<file path="src/rtl/map_bram_reader_if.sv">
// RAM read port plus outgoing valid/ready word stream of the BRAM read sequencer.
// The master side is the sequencer; the slave side is the RAM and the map datapath.
interface map_bram_reader_if #(
    parameter int C_WIDTH     = 32,
    parameter int C_LOG_DEPTH = 2
);
    logic [C_LOG_DEPTH-1:0] o_raddr;
    logic                   o_ce;
    logic [C_WIDTH-1:0]     i_rdata;
    logic [C_WIDTH-1:0]     o_data;
    logic                   o_valid;
    logic                   i_ready;

    modport master (
        output o_raddr,
        output o_ce,
        input  i_rdata,
        output o_data,
        output o_valid,
        input  i_ready
    );

    modport slave (
        input  o_raddr,
        input  o_ce,
        output i_rdata,
        input  o_data,
        input  o_valid,
        output i_ready
    );
endinterface

</file>
<file path="src/rtl/map_bram_reader.sv">
// Reads a run of consecutive (wrapping) words from a 1-cycle-latency BRAM and
// streams them out through a 2-entry FIFO with full backpressure.
module map_bram_reader #(
    parameter int C_WIDTH     = 32,
    parameter int C_LOG_DEPTH = 2
) (
    input  logic                   i_clk,
    input  logic                   i_rst_n,
    input  logic                   i_start,
    input  logic [C_LOG_DEPTH-1:0] i_base_addr,
    input  logic [C_LOG_DEPTH:0]   i_count,
    output logic                   o_busy,
    output logic                   o_done,
    map_bram_reader_if.master      bus
);

    typedef enum logic [1:0] {
        ST_IDLE  = 2'd0,
        ST_READ  = 2'd1,
        ST_DRAIN = 2'd2,
        ST_DONE  = 2'd3
    } state_t;

    state_t                 state_reg, state_next;
    logic [C_LOG_DEPTH-1:0] addr_reg, addr_next;
    logic [C_LOG_DEPTH:0]   remaining_reg, remaining_next;
    logic                   inflight_reg;
    logic [C_WIDTH-1:0]     fifo_mem_reg [2];
    logic                   wr_ptr_reg, rd_ptr_reg;
    logic [1:0]             occ_reg, occ_next;

    logic       push, pop, ce;
    logic [2:0] level, limit;

    assign push = inflight_reg;
    assign pop  = bus.o_valid & bus.i_ready;

    // Reserve a FIFO slot for every read in flight; a pop this cycle frees one.
    assign level = {1'b0, occ_reg} + {2'b00, inflight_reg};
    assign limit = 3'd2 + {2'b00, pop};
    assign ce    = (state_reg == ST_READ) && (remaining_reg != '0) && (level < limit);

    assign bus.o_ce    = ce;
    assign bus.o_raddr = addr_reg;
    assign bus.o_valid = (occ_reg != 2'd0);
    assign bus.o_data  = fifo_mem_reg[rd_ptr_reg];

    always_comb begin
        occ_next = occ_reg;
        case ({push, pop})
            2'b10:   occ_next = occ_reg + 2'd1;
            2'b01:   occ_next = occ_reg - 2'd1;
            default: occ_next = occ_reg;
        endcase
    end

    always_comb begin
        state_next     = state_reg;
        addr_next      = addr_reg;
        remaining_next = remaining_reg;
        o_busy         = 1'b0;
        o_done         = 1'b0;
        case (state_reg)
            ST_IDLE: begin
                if (i_start) begin
                    o_busy         = 1'b1;
                    addr_next      = i_base_addr;
                    remaining_next = i_count;
                    state_next     = (i_count == '0) ? ST_DONE : ST_READ;
                end
            end
            ST_READ: begin
                o_busy = 1'b1;
                if (ce) begin
                    addr_next      = addr_reg + 1'b1;
                    remaining_next = remaining_reg - 1'b1;
                    if (remaining_reg == {{C_LOG_DEPTH{1'b0}}, 1'b1}) begin
                        state_next = ST_DRAIN;
                    end
                end
            end
            ST_DRAIN: begin
                o_busy = 1'b1;
                // Leave as the last word is accepted so o_done lands the next cycle.
                if (!inflight_reg && (occ_next == 2'd0)) begin
                    state_next = ST_DONE;
                end
            end
            ST_DONE: begin
                o_done     = 1'b1;
                state_next = ST_IDLE;
            end
            default: state_next = ST_IDLE;
        endcase
    end

    always_ff @(posedge i_clk or negedge i_rst_n) begin
        if (!i_rst_n) begin
            state_reg     <= ST_IDLE;
            addr_reg      <= '0;
            remaining_reg <= '0;
            inflight_reg  <= 1'b0;
        end else begin
            state_reg     <= state_next;
            addr_reg      <= addr_next;
            remaining_reg <= remaining_next;
            inflight_reg  <= ce;
        end
    end

    always_ff @(posedge i_clk or negedge i_rst_n) begin
        if (!i_rst_n) begin
            for (int i = 0; i < 2; i++) begin
                fifo_mem_reg[i] <= '0;
            end
            wr_ptr_reg <= 1'b0;
            rd_ptr_reg <= 1'b0;
            occ_reg    <= 2'd0;
        end else begin
            if (push) begin
                fifo_mem_reg[wr_ptr_reg] <= bus.i_rdata;
                wr_ptr_reg               <= ~wr_ptr_reg;
            end
            if (pop) begin
                rd_ptr_reg <= ~rd_ptr_reg;
            end
            occ_reg <= occ_next;
        end
    end

endmodule
</file>
<file path="src/flat_wrapper.sv">
// flat-port wrapper written by rule: the top's interface ports become plain ports
module map_bram_reader_flat 
#(
    parameter int C_WIDTH     = 32,
    parameter int C_LOG_DEPTH = 2
)
  (i_clk, i_rst_n, i_start, i_base_addr, i_count, o_busy, o_done, bus_o_raddr, bus_o_ce, bus_i_rdata, bus_o_data, bus_o_valid, bus_i_ready);
  map_bram_reader_if #(.C_WIDTH(C_WIDTH), .C_LOG_DEPTH(C_LOG_DEPTH)) bus_i ();
  input  logic i_clk;
  input  logic i_rst_n;
  input  logic i_start;
  input  logic [C_LOG_DEPTH-1:0] i_base_addr;
  input  logic [C_LOG_DEPTH:0] i_count;
  output logic o_busy;
  output logic o_done;
  output wire logic [$bits(bus_i.o_raddr)-1:0] bus_o_raddr;
  output wire logic [$bits(bus_i.o_ce)-1:0] bus_o_ce;
  input wire logic [$bits(bus_i.i_rdata)-1:0] bus_i_rdata;
  output wire logic [$bits(bus_i.o_data)-1:0] bus_o_data;
  output wire logic [$bits(bus_i.o_valid)-1:0] bus_o_valid;
  input wire logic [$bits(bus_i.i_ready)-1:0] bus_i_ready;
  assign bus_o_raddr = bus_i.o_raddr;
  assign bus_o_ce = bus_i.o_ce;
  assign bus_i.i_rdata = bus_i_rdata;
  assign bus_o_data = bus_i.o_data;
  assign bus_o_valid = bus_i.o_valid;
  assign bus_i.i_ready = bus_i_ready;
  map_bram_reader #(.C_WIDTH(C_WIDTH), .C_LOG_DEPTH(C_LOG_DEPTH)) u_core (.i_clk(i_clk), .i_rst_n(i_rst_n), .i_start(i_start), .i_base_addr(i_base_addr), .i_count(i_count), .o_busy(o_busy), .o_done(o_done), .bus(bus_i));
endmodule
</file>
<file path="config.mk">
export PLATFORM = sky130hd
export DESIGN_NAME = map_bram_reader_flat
export DESIGN_NICKNAME = d
export VERILOG_FILES = /design/src/rtl/map_bram_reader_if.sv /design/src/rtl/map_bram_reader.sv /design/src/flat_wrapper.sv
export SDC_FILE = /design/constraint.sdc
export NUM_CORES = 1
export LEC_CHECK = 0
export CORE_UTILIZATION = 35
export DETAILED_ROUTE_END_ITERATION = 10
export GPL_TIMING_DRIVEN = 0
export SLEW_MARGIN = 20
export SYNTH_ARGS = -nofsm -noshare
export SYNTH_HDL_FRONTEND = slang
export SYNTH_SLANG_ARGS = --single-unit
</file>
<file path="constraint.sdc">
create_clock -name i_clk -period 2.6 [get_ports i_clk]
set_input_delay 0.78 -clock i_clk [delete_from_list [all_inputs] [get_ports i_clk]]
set_output_delay 0.78 -clock i_clk [all_outputs]
set_load 0.005 [all_outputs]
</file>
==> results of run 1 <==
## worst max-delay path, cell delays in order, from the launching register on
cell and delay [ns]:
sky130_fd_sc_hd__dfrtp_2 0.39, sky130_fd_sc_hd__buf_4 0.13, sky130_fd_sc_hd__buf_12 0.13, sky130_fd_sc_hd__mux2_2 0.33, sky130_fd_sc_hd__clkdlybuf4s50_1 0.44
## logic make-up (layout without fill, tap and decap cells)
family          after synthesis  in the layout
mux                         100            100
buf+inv                      24            127
compound gates               23             23
simple gates                 32             32
fa+ha+maj                    10             10
flops                        76             76
xor+xnor                      6              6
## power breakdown
| part | leakage [nW] | internal, W | total (W) | switching [W] |
|---|---|---|---|---|
| clock | 0.102 | 0.000533 | 0.000961 | 0.000428 |
| sequential | 0.885 | 0.00180 | 0.00215 | 0.000349 |
| combinational | 1.25 | 0.00209 | 0.00331 | 0.00122 |
| total | 2.24 | 0.00443 | 0.00642 | 0.00200 |
## timing repair
item,4_1_cts,5_1_grt
gates cloned,0,1
resized for setup,29,21
setup buffers,8,3
pin swaps,3,0
endpoints found under the setup margin,32,30
## stage by stage
stage               instances  hold slack [ns]  util, %
finish                    507            0.380     50.6
detailed placement        482            0.476     46.3
global placement          481            0.465     46.0
floorplan                 271            0.454        -
global route              507            0.404     50.6
CTS                       504            0.385     49.6
## worst paths after layout
check	start	endpoint	depth (start not counted)
max in group asynchronous	i_rst_n	u_core.occ_reg[0]	2
worst max register to register	u_core.occ_reg[1]	u_core.state_reg[0]	9
worst min-delay path	i_rst_n	u_core.fifo_mem_reg[23]	1
worst max-delay path	u_core.rd_ptr_reg	bus_o_data[1]	4
worst min register to register	u_core.fifo_mem_reg[38]	u_core.fifo_mem_reg[38]	1
min in group i_clk	u_core.fifo_mem_reg[38]	u_core.fifo_mem_reg[38]	1
## placed cells by master (no fill, tap or decap), types with 2 or more instances in the layout
master and n:
sky130_fd_sc_hd__mux2_2 85, sky130_fd_sc_hd__dfrtp_1 74, sky130_fd_sc_hd__clkdlybuf4s50_1 58, sky130_fd_sc_hd__dlymetal6s2s_1 16, sky130_fd_sc_hd__nand2_1 12, sky130_fd_sc_hd__mux2_1 11
sky130_fd_sc_hd__buf_4 11, sky130_fd_sc_hd__clkbuf_8 10, sky130_fd_sc_hd__inv_1 8, sky130_fd_sc_hd__ha_1 8, sky130_fd_sc_hd__nor2_1 5, sky130_fd_sc_hd__o22ai_1 5
sky130_fd_sc_hd__buf_2 4, sky130_fd_sc_hd__mux2i_1 4, sky130_fd_sc_hd__inv_2 3, sky130_fd_sc_hd__a21oi_1 3, sky130_fd_sc_hd__xnor2_1 3, sky130_fd_sc_hd__xor2_1 3
sky130_fd_sc_hd__buf_1 3, sky130_fd_sc_hd__nand3_1 3, sky130_fd_sc_hd__nand4_1 3, sky130_fd_sc_hd__buf_6 2, sky130_fd_sc_hd__o21ai_2 2, sky130_fd_sc_hd__o21ai_0 2
sky130_fd_sc_hd__o221ai_1 2, sky130_fd_sc_hd__clkinv_2 2, sky130_fd_sc_hd__bufinv_16 2, sky130_fd_sc_hd__dfrtp_2 2
## layer usage
layer | up-vias | global-route usage, %
met2 | 64 | 25.7
met3 | 8 | 3.70
met4 | 0 | 6.28
met1 | 1231 | 19.3
li1 | 1160 | -
met5 | - | 0
## layout make-up
type	count	share of cell area (%)
flip-flops and latches	76	38.1
multi-input cells	171	32.9
repair buffers	90	18.8
well taps	133	3.33
clock buffers	10	2.56
plain buffers	11	1.83
clock inverters	5	1.55
inverters	11	0.827
==> results.tsv, run 1 <==
metric	value	unit
count of fill cells added during filler insertion	901	
Multi-input gate area	1650	um2
flip-flop count of the largest register after layout	64	
routed metal-1 wirelength	3610	um
cell with the most instances after synthesis	sky130_fd_sc_hd__mux2_2	
CTS tree	built	
setup tns final	0	ns
Max Fanout on Critical Path	10	
main combinational cell family by area after synthesis	multiplexers	
Post-Place Worst Slack	-0.646	ns
later-pin clock latency in the skew report	0.34	ns
number of flops mapped to enable cells by yosys	0	
DR iter-0 viols	59	
Required @ worst endpoint	1.82	ns
count of warnings emitted by yosys	0	
count of pins over their slew limit	0	
critical path endpoint category	primary output	
ports placed on the boundary	79	
count of different cell masters after synthesis	36	
fraction of final layout cells sized beyond drive strength 1	36.1	%
number of placement rows	36	
net count after synthesis	322	
number of buffers created by CTS	9	
largest cells by area after synthesis	sky130_fd_sc_hd__dfrtp_1, sky130_fd_sc_hd__mux2_2, sky130_fd_sc_hd__ha_1, sky130_fd_sc_hd__mux2_1, sky130_fd_sc_hd__nand2_1	
via count of the routed design	2463	
clock tree buffer depth	2	
htree depth	3	
adder-cell share of the synthesized area	3.47	%
WP data arrival	1.77	ns
final cell area excluding filler cells	4990	um2
area added between synthesis and finish	38.6	%
DRC errors left	0	
clk slew on worst S/H paths	0.08	ns
met3 wirelength from detailed routing	387	um
area share of xor/xnor cells in the synthesized design	1.46	%
count of nets left with antenna violations after detail routing	0	
cell area reported after detailed placement	4570	um2
aggregate global routing overflow	0	
Period Utilization, post-route	98.1	%
final weighted congestion in routability-driven placement	0.831	
Horiz. Die Dim	103	um
cell taking the most area after synthesis	sky130_fd_sc_hd__dfrtp_1	
PnR Total Power	0.00642	W
DR WL met2	3740	um
Global Route Usage Sum	15.4	%
complex-gate fraction of the synthesized area	4.44	%
Gate Count Post-Synth	271	
# Max-Cap Violations	0	
Initial Util	36.5	%
setup repair after global routing missed its margin	true	
first-pass GRT wire length	12400	um
register area	1900	um2
placeable core region	9860	um2
final routed wirelength across all metal layers	7810	um
hold buffers post-CTS	0	
number of antenna violations at the first check in global routing	0	
post-synthesis sequential element count	76	
Root Buffer Master	sky130_fd_sc_hd__clkbuf_8	
number of nets in the layout	421	
number of endpoints with negative hold slack in the final report	0	
critical path launch point type	flop	
Relative slew margins	55.4	%
smallest setup slack after layout	0.0498	ns
leading post-synthesis cells by instance count	sky130_fd_sc_hd__mux2_2, sky130_fd_sc_hd__dfrtp_1, sky130_fd_sc_hd__nand2_1, sky130_fd_sc_hd__mux2_1	
multiplexer share of the synthesized area	31.1	%
Worst Path Class, Setup	flop to primary output	
endpoints failing setup	0	
Worst Tran Pin Value	0.668	ns
Top Layer Used	met4	
fraction of synthesis flops using an asynchronous set or reset pin	100	%
static power due to leakage	2.24	nW
share of synthesized area occupied by flip-flops and latches	52.8	%
setup skew after layout	0.00931	ns
WL per Instance	15.4	um
power density relative to cell area	1290	nW/um2
post-synthesis simple-gate area fraction	4.17	%
Num Clock Sinks	76	
Cell Area, Synth	3600	um2
post-detailed-placement half-perimeter wirelength	5290	um
Max rail drop VDD	0.511	mV
commonest register cell after synthesis	sky130_fd_sc_hd__dfrtp_1	
highest clock frequency the design can meet	392	MHz
synthesized area per cell	13.3	um2
detailed-routing iteration count for the pre-antenna-repair pass	4	
largest net degree at the start of global routing	45	
drt via density	4.86	
Chip Height	103	um
area enclosed by the die boundary	10700	um2
number of global-route vias before repair	2602	
number of diodes added for antenna fixing	0	
share of the synthesized area in the top cell type	52.8	%
result of the run	finished, final reports clean	
r2r setup slk	0.35	ns
Hold Crit Class	primary input to asynchronous set/reset pin	
number of input and output port buffers inserted	77	
shortest clock period the worst path allows after layout	2.55	ns
Power figures use the tool's default switching activity.
==> inputs of run 2 (changes only) <==
--- a/config.mk
+++ b/config.mk
@@ -5,6 +5,7 @@
 export SDC_FILE = /design/constraint.sdc
 export NUM_CORES = 1
 export LEC_CHECK = 0
+export ABC_AREA = 1
 export CORE_UTILIZATION = 35
 export DETAILED_ROUTE_END_ITERATION = 10
 export GPL_TIMING_DRIVEN = 0
==> run 2 against run 1 <==
Power down 4.4%. Cell count rose by 35%. Highest routed layer unchanged. Largest cell class unchanged. Register-to-register slack improved by 0.23 ns. Worst setup slack improved by 0.059 ns.
==> results.tsv, run 2 <==
metric	value	unit	change
commonest register cell after synthesis	sky130_fd_sc_hd__dfrtp_1		
critical path startpoint	u_core.rd_ptr_reg		
count of fill cells added during filler insertion	1001		+11%
static power due to leakage	2.53	nW	+13%
Required @ worst endpoint	1.82	ns	about the same
Cell Area, Synth	3620	um2	+0.42%
power density relative to cell area	1260	nW/um2	-1.8%
drt via density	4.58		-5.8%
largest net degree at the start of global routing	48		+6.7%
critical path endpoint category	primary output		
part of the total power dissipated in the clock network	15.5	%	+0.5 points
number of input and output port buffers inserted	78		+1.3%
area enclosed by the die boundary	10800	um2	+0.41%
result of the run	finished, final reports clean		
final weighted congestion in routability-driven placement	0.781		-6.0%
area added between synthesis and finish	34.3	%	
crit-path cells	clkbuf_4, nand2_1, nand2_1, clkdlybuf4s50_1		
cell occurring most often along the worst timing path	sky130_fd_sc_hd__nand2_1		
highest clock frequency the design can meet	401	MHz	+2.4%
ports placed on the boundary	79		unchanged
number of flops mapped to enable cells by yosys	0		unchanged
htree depth	3		unchanged
DRC errors left	0		unchanged
number of diodes added for antenna fixing	0		unchanged
Horiz. Die Dim	104	um	+0.20%
setup repair after global routing missed its margin	false		
Period Utilization, post-route	95.8	%	-2.3 points
Global Route Usage Sum	17.7	%	+2.3 points
Worst Tran Pin Value	0.494	ns	-0.174 ns
proportion of total power due to net switching	37.3	%	+6.3 points
aggregate global routing overflow	0		unchanged
later-pin clock latency in the skew report	0.34	ns	about the same
endpoints failing setup	0		unchanged
count of warnings emitted by yosys	0		unchanged
share of synthesized area occupied by flip-flops and latches	52.5	%	-0.22 points
synthesized area per cell	7.92	um2	-40%
leading post-synthesis cells by instance count	sky130_fd_sc_hd__nand2_1, sky130_fd_sc_hd__dfrtp_1, sky130_fd_sc_hd__inv_1, sky130_fd_sc_hd__o21ai_0, sky130_fd_sc_hd__o21ai_1		
placeable core region	9910	um2	+0.46%
Initial Util	36.5	%	about the same
cell with the most instances after synthesis	sky130_fd_sc_hd__nand2_1		
Max rail drop VDD	0.429	mV	-16%
count of nets left with antenna violations after detail routing	0		unchanged
WL per Instance	12.9	um	-16%
flip-flop count of the largest register after layout	64		unchanged
beginning of the worst register-to-register path	u_core.occ_reg[0]		
shortest clock period the worst path allows after layout	2.49	ns	-0.0594 ns
dominant delay contributor by cell family on the critical path	buffers and inverters		
clock tree buffer depth	2		unchanged
critical path launch point type	flop		
number of nets in the layout	600		+43%
Worst Path Class, Setup	flop to primary output		
internal power	0.00385	W	-13%
most common cell after layout, fill and taps aside	sky130_fd_sc_hd__nand2_1		
count of pins over their slew limit	0		unchanged
fraction of synthesis flops using an asynchronous set or reset pin	100	%	unchanged
combinational share of power	50.3	%	-1.3 points
first-pass GRT wire length	15000	um	+21%
fin util	49.1	%	-1.6 points
number of antenna violations at the first check in global routing	0		unchanged
Num Clock Sinks	76		unchanged
register area	1900	um2	about the same
# Max-Cap Violations	0		unchanged
longest individual stage delay on the worst path	0.51	ns	+0.07 ns
power share of the sequential group	34.3	%	+0.9 points
WP data arrival	1.71	ns	-0.06 ns
number of placement rows	36		unchanged
commonest cells after routing, fill and taps aside	sky130_fd_sc_hd__nand2_1, sky130_fd_sc_hd__dfrtp_1, sky130_fd_sc_hd__clkdlybuf4s50_1		
detailed-routing iteration count for the pre-antenna-repair pass	4		unchanged
post-detailed-placement half-perimeter wirelength	6330	um	+20%
CTS tree	built		
post-synthesis sequential element count	76		unchanged
fraction of final layout cells sized beyond drive strength 1	9.24	%	-27 points
Chip Height	104	um	+0.20%
largest cells by area after synthesis	sky130_fd_sc_hd__dfrtp_1, sky130_fd_sc_hd__nand2_1, sky130_fd_sc_hd__o21ai_0, sky130_fd_sc_hd__inv_1, sky130_fd_sc_hd__ha_1		
Max Fanout on Critical Path	10		unchanged
final routed wirelength across all metal layers	8850	um	+13%
setup skew after layout	0.0106	ns	+0.00126 ns
number of global-route vias before repair	3081		+18%
Gate Count Post-Synth	457		+69%
DR iter-0 viols	144		+140%
PnR Total Power	0.00614	W	-4.4%
number of buffer and inverter instances along the worst setup path	2		-1
clk slew on worst S/H paths	0.08	ns	about the same
Root Buffer Master	sky130_fd_sc_hd__clkbuf_8		
cell taking the most area after synthesis	sky130_fd_sc_hd__dfrtp_1		
count of different cell masters after synthesis	26		-28%
Multi-input gate area	1430	um2	-13%
number of endpoints with negative hold slack in the final report	0		unchanged
Hold Crit Class	primary input to asynchronous set/reset pin		
net count after synthesis	508		+58%
Relative slew margins	67.1	%	+12 points
share of the synthesized area in the top cell type	52.5	%	-0.22 points
number of buffers created by CTS	9		unchanged
slowest library cell on the worst path	sky130_fd_sc_hd__clkdlybuf4s50_1		
via count of the routed design	3134		+27%
power spent charging and discharging nets	0.00229	W	+15%
-- run 2: changes by cell type in the layout (fill, tap and decap cells not counted), moves of 5 or more --
cell,delta
sky130_fd_sc_hd__nand2_1,+183
sky130_fd_sc_hd__mux2_2,-85
sky130_fd_sc_hd__o21ai_0,+44
sky130_fd_sc_hd__inv_1,+39
sky130_fd_sc_hd__o21ai_1,+22
sky130_fd_sc_hd__clkdlybuf4s50_1,+16
sky130_fd_sc_hd__dlymetal6s2s_1,-15
sky130_fd_sc_hd__mux2_1,-11
sky130_fd_sc_hd__clkbuf_1,+7
sky130_fd_sc_hd__nand3_1,+7
sky130_fd_sc_hd__buf_4,-6
sky130_fd_sc_hd__o22ai_1,-5
-- run 2: cell families after synthesis --
family          after synthesis  share of synthesized area, %
compound gates               74                          10.8
xor+xnor                      1                         0.242
fa+ha+maj                    10                          3.46
buf+inv                      73                          8.02
flops                        76                          52.5
simple gates                223                          25.0
-- run 2: path summary, 6_finish.rpt --
path,end,slack [ns],cells past startpoint
max,bus_o_data[25],0.11,4
min,u_core.fifo_mem_reg[35],0.37,1
min in group i_clk,u_core.fifo_mem_reg[62],0.48,2
max in group asynchronous,u_core.fifo_mem_reg[41],1.67,2
max reg2reg,u_core.state_reg[0],0.58,15
min reg2reg,u_core.fifo_mem_reg[62],0.48,2
-- run 2: routing by layer --
layer	wire length (um)	vias up	global-route usage, %	part of all wire [%]
met5	0	-	0	0
met4	71	0	6.73	0.80
met3	635	7	3.65	7.2
met2	4080	101	28.9	46
met1	4060	1431	23.1	46
li1	-	1595	-	-
-- run 2: layout make-up --
type,instances,share of cell area (%)
Buffer,20,2.68
Clock buffer,9,2.55
Clock inverter,5,1.62
Inverter,52,4.17
Multi-Input combinational cell,308,29.5
Sequential cell,76,39.1
Tap cell,133,3.42
Timing Repair Buffer,82,17.0
-- run 2: timing repair --
item	CTS	global route
resized for setup	17	15
endpoints found under the setup margin	33	32
hold buffers	0	0
setup buffers	1	2
pin swaps	0	0
-- run 2: stage by stage --
step	std cells	hold slack, ns	setup WS (ns)	TNS [ns]	cell area (um2)
after floorplan	457	0.453	0.672	0	3620
after CTS	683	0.366	-0.0287	-0.174	4830
after global placement	668	0.466	-1.91	-145.49	4570
after detailed placement	669	0.473	-0.288	-0.505	4590
final	685	0.367	0.109	0	4860
after global routing	685	0.373	0.000253	0	4860
-- run 2: worst register-to-register path, cell delays in order (launching register included) --
cell	delay, ns
sky130_fd_sc_hd__dfrtp_1	0.40
sky130_fd_sc_hd__buf_4	0.15
sky130_fd_sc_hd__inv_2	0.06
sky130_fd_sc_hd__nand2_2	0.07
sky130_fd_sc_hd__nand2_1	0.11
sky130_fd_sc_hd__inv_1	0.06
sky130_fd_sc_hd__ha_1	0.29
sky130_fd_sc_hd__inv_1	0.06
sky130_fd_sc_hd__nand2_1	0.07
sky130_fd_sc_hd__nand2_1	0.06
sky130_fd_sc_hd__nor2_1	0.10
sky130_fd_sc_hd__nand3_1	0.10
sky130_fd_sc_hd__nand2_1	0.11
sky130_fd_sc_hd__inv_1	0.06
sky130_fd_sc_hd__o21bai_1	0.14
sky130_fd_sc_hd__nand2_1	0.06
-- run 2: power by group through the flow --
stage          clock network (W)  logic (W)  registers [W]
6_report                0.000949    0.00309        0.00210
5_1_grt                  0.00103    0.00350        0.00218
4_1_cts                 0.000980    0.00310        0.00209
3_5_place_dp                   0    0.00305        0.00210
3_3_place_gp                   0    0.00298        0.00209
2_1_floorplan                  0    0.00169        0.00204
==> edit (config.mk and constraints of run 1) <==
`C_LOG_DEPTH` is set to 2 in 3 places; all go to 3.
--- a/src/rtl/map_bram_reader_if.sv
+++ b/src/rtl/map_bram_reader_if.sv
@@ -2,7 +2,7 @@
 // The master side is the sequencer; the slave side is the RAM and the map datapath.
 interface map_bram_reader_if #(
     parameter int C_WIDTH     = 32,
-    parameter int C_LOG_DEPTH = 2
+    parameter int C_LOG_DEPTH = 3
 );
     logic [C_LOG_DEPTH-1:0] o_raddr;
     logic                   o_ce;
--- a/src/rtl/map_bram_reader.sv
+++ b/src/rtl/map_bram_reader.sv
@@ -2,7 +2,7 @@
 // streams them out through a 2-entry FIFO with full backpressure.
 module map_bram_reader #(
     parameter int C_WIDTH     = 32,
-    parameter int C_LOG_DEPTH = 2
+    parameter int C_LOG_DEPTH = 3
 ) (
     input  logic                   i_clk,
     input  logic                   i_rst_n,
--- a/src/flat_wrapper.sv
+++ b/src/flat_wrapper.sv
@@ -2,7 +2,7 @@
 module map_bram_reader_flat 
 #(
     parameter int C_WIDTH     = 32,
-    parameter int C_LOG_DEPTH = 2
+    parameter int C_LOG_DEPTH = 3
 )
   (i_clk, i_rst_n, i_start, i_base_addr, i_count, o_busy, o_done, bus_o_raddr, bus_o_ce, bus_i_rdata, bus_o_data, bus_o_valid, bus_i_ready);
   map_bram_reader_if #(.C_WIDTH(C_WIDTH), .C_LOG_DEPTH(C_LOG_DEPTH)) bus_i ();
Interface: changed (resized bus_o_raddr, i_base_addr and i_count); port bits go from 79 to 82. The function was not compared with the original's and may differ.
==> edit against run 1 <==
  * Worst setup slack worse by 0.0028 ns
  * Design area increased by 5.4%
  * Routed wire length is 3.3% higher
  * Register-to-register slack got worse by 0.15 ns
  * Largest cell class unchanged
  * Sequential cell count is 2 higher
  * Sequential share of layout area down 0.98 points
  * Total power grew 2.1%
  * Maximum frequency is 0.11% lower
  * Critical endpoint is now bus_o_data[2]
  * Synthesized area is 3.1% higher
==> edit: results <==
{
  "status": "complete, no violations",
  "grt_util_met1": 0.194,
  "gp_congestion": 0.768,
  "seq_area_frac_synth": 0.525,
  "nets": 434,
  "r2r-end": "u_core.state_reg[1]",
  "grt_util_met2": 0.255,
  "grt_pass1_vias": 2628,
  "cp-endpoint": "bus_o_data[2]",
  "cp_max_fo": 8,
  "wl_per_cell_um": 15.4,
  "comb_power_share": 0.537,
  "postCtsSetupBuffers": 9,
  "p_total_mw": 6.55,
  "p_seq_frac": 0.331,
  "synthDistinctLibCells": 41,
  "syn_nets": 325,
  "wl_met2_um": 3990,
  "synth_xor_area_frac": 0.0141,
  "r2r-start": "u_core.occ_reg[0]",
  "fin_skew_ns": 0.0128,
  "leakage_nw": 2.40,
  "synthMuxAreaShare": 0.310,
  "drt_iter0_markers": 62,
  "fillCellCount": 898,
  "routed-wl-met3_um": 347,
  "grtUsageMet3": 0.0343,
  "io_buffers": 81,
  "cts_resized": 24,
  "power_switching_mw": 2.07,
  "ff2ff_setup_slack_ns": 0.20,
  "vdd_drop_max_mv": 0.490,
  "drive_gt1_frac": 0.417,
  "grt_pass1_wl_um": 13100,
  "vias": 2544,
  "synth_compound_area_frac": 0.0464
}
edit: worst max-delay path: stages, from the launching register on:
cell	delay (ns)
dfrtp_2	0.38
buf_12	0.14
clkbuf_16	0.15
mux2_2	0.32
clkdlybuf4s50_1	0.44
edit: through the flow:
stage	setup slack (ns)	instances	hold WS [ns]	cell area, sq um	util
2_1_floorplan	0.255	272	0.463	3720	-
3_3_place_gp	-2.07	489	0.481	4700	0.455
3_5_place_dp	-0.489	490	0.483	4720	0.458
4_1_cts	-0.0522	513	0.324	5020	0.487
5_1_grt	0.00169	522	0.339	5270	0.510
6_report	0.0471	522	0.326	5270	0.510
edit: cell type report:
cell class | instances | area [sq um] | area share
well taps | 136 | 170 | 0.0323
multi-input cells | 171 | 1740 | 0.330
repair buffers | 100 | 1080 | 0.205
clock buffers | 10 | 138 | 0.0261
flip-flops and latches | 78 | 1960 | 0.371
inverters | 11 | 43.8 | 0.00832
plain buffers | 10 | 86.3 | 0.0164
clock inverters | 6 | 52.6 | 0.00998
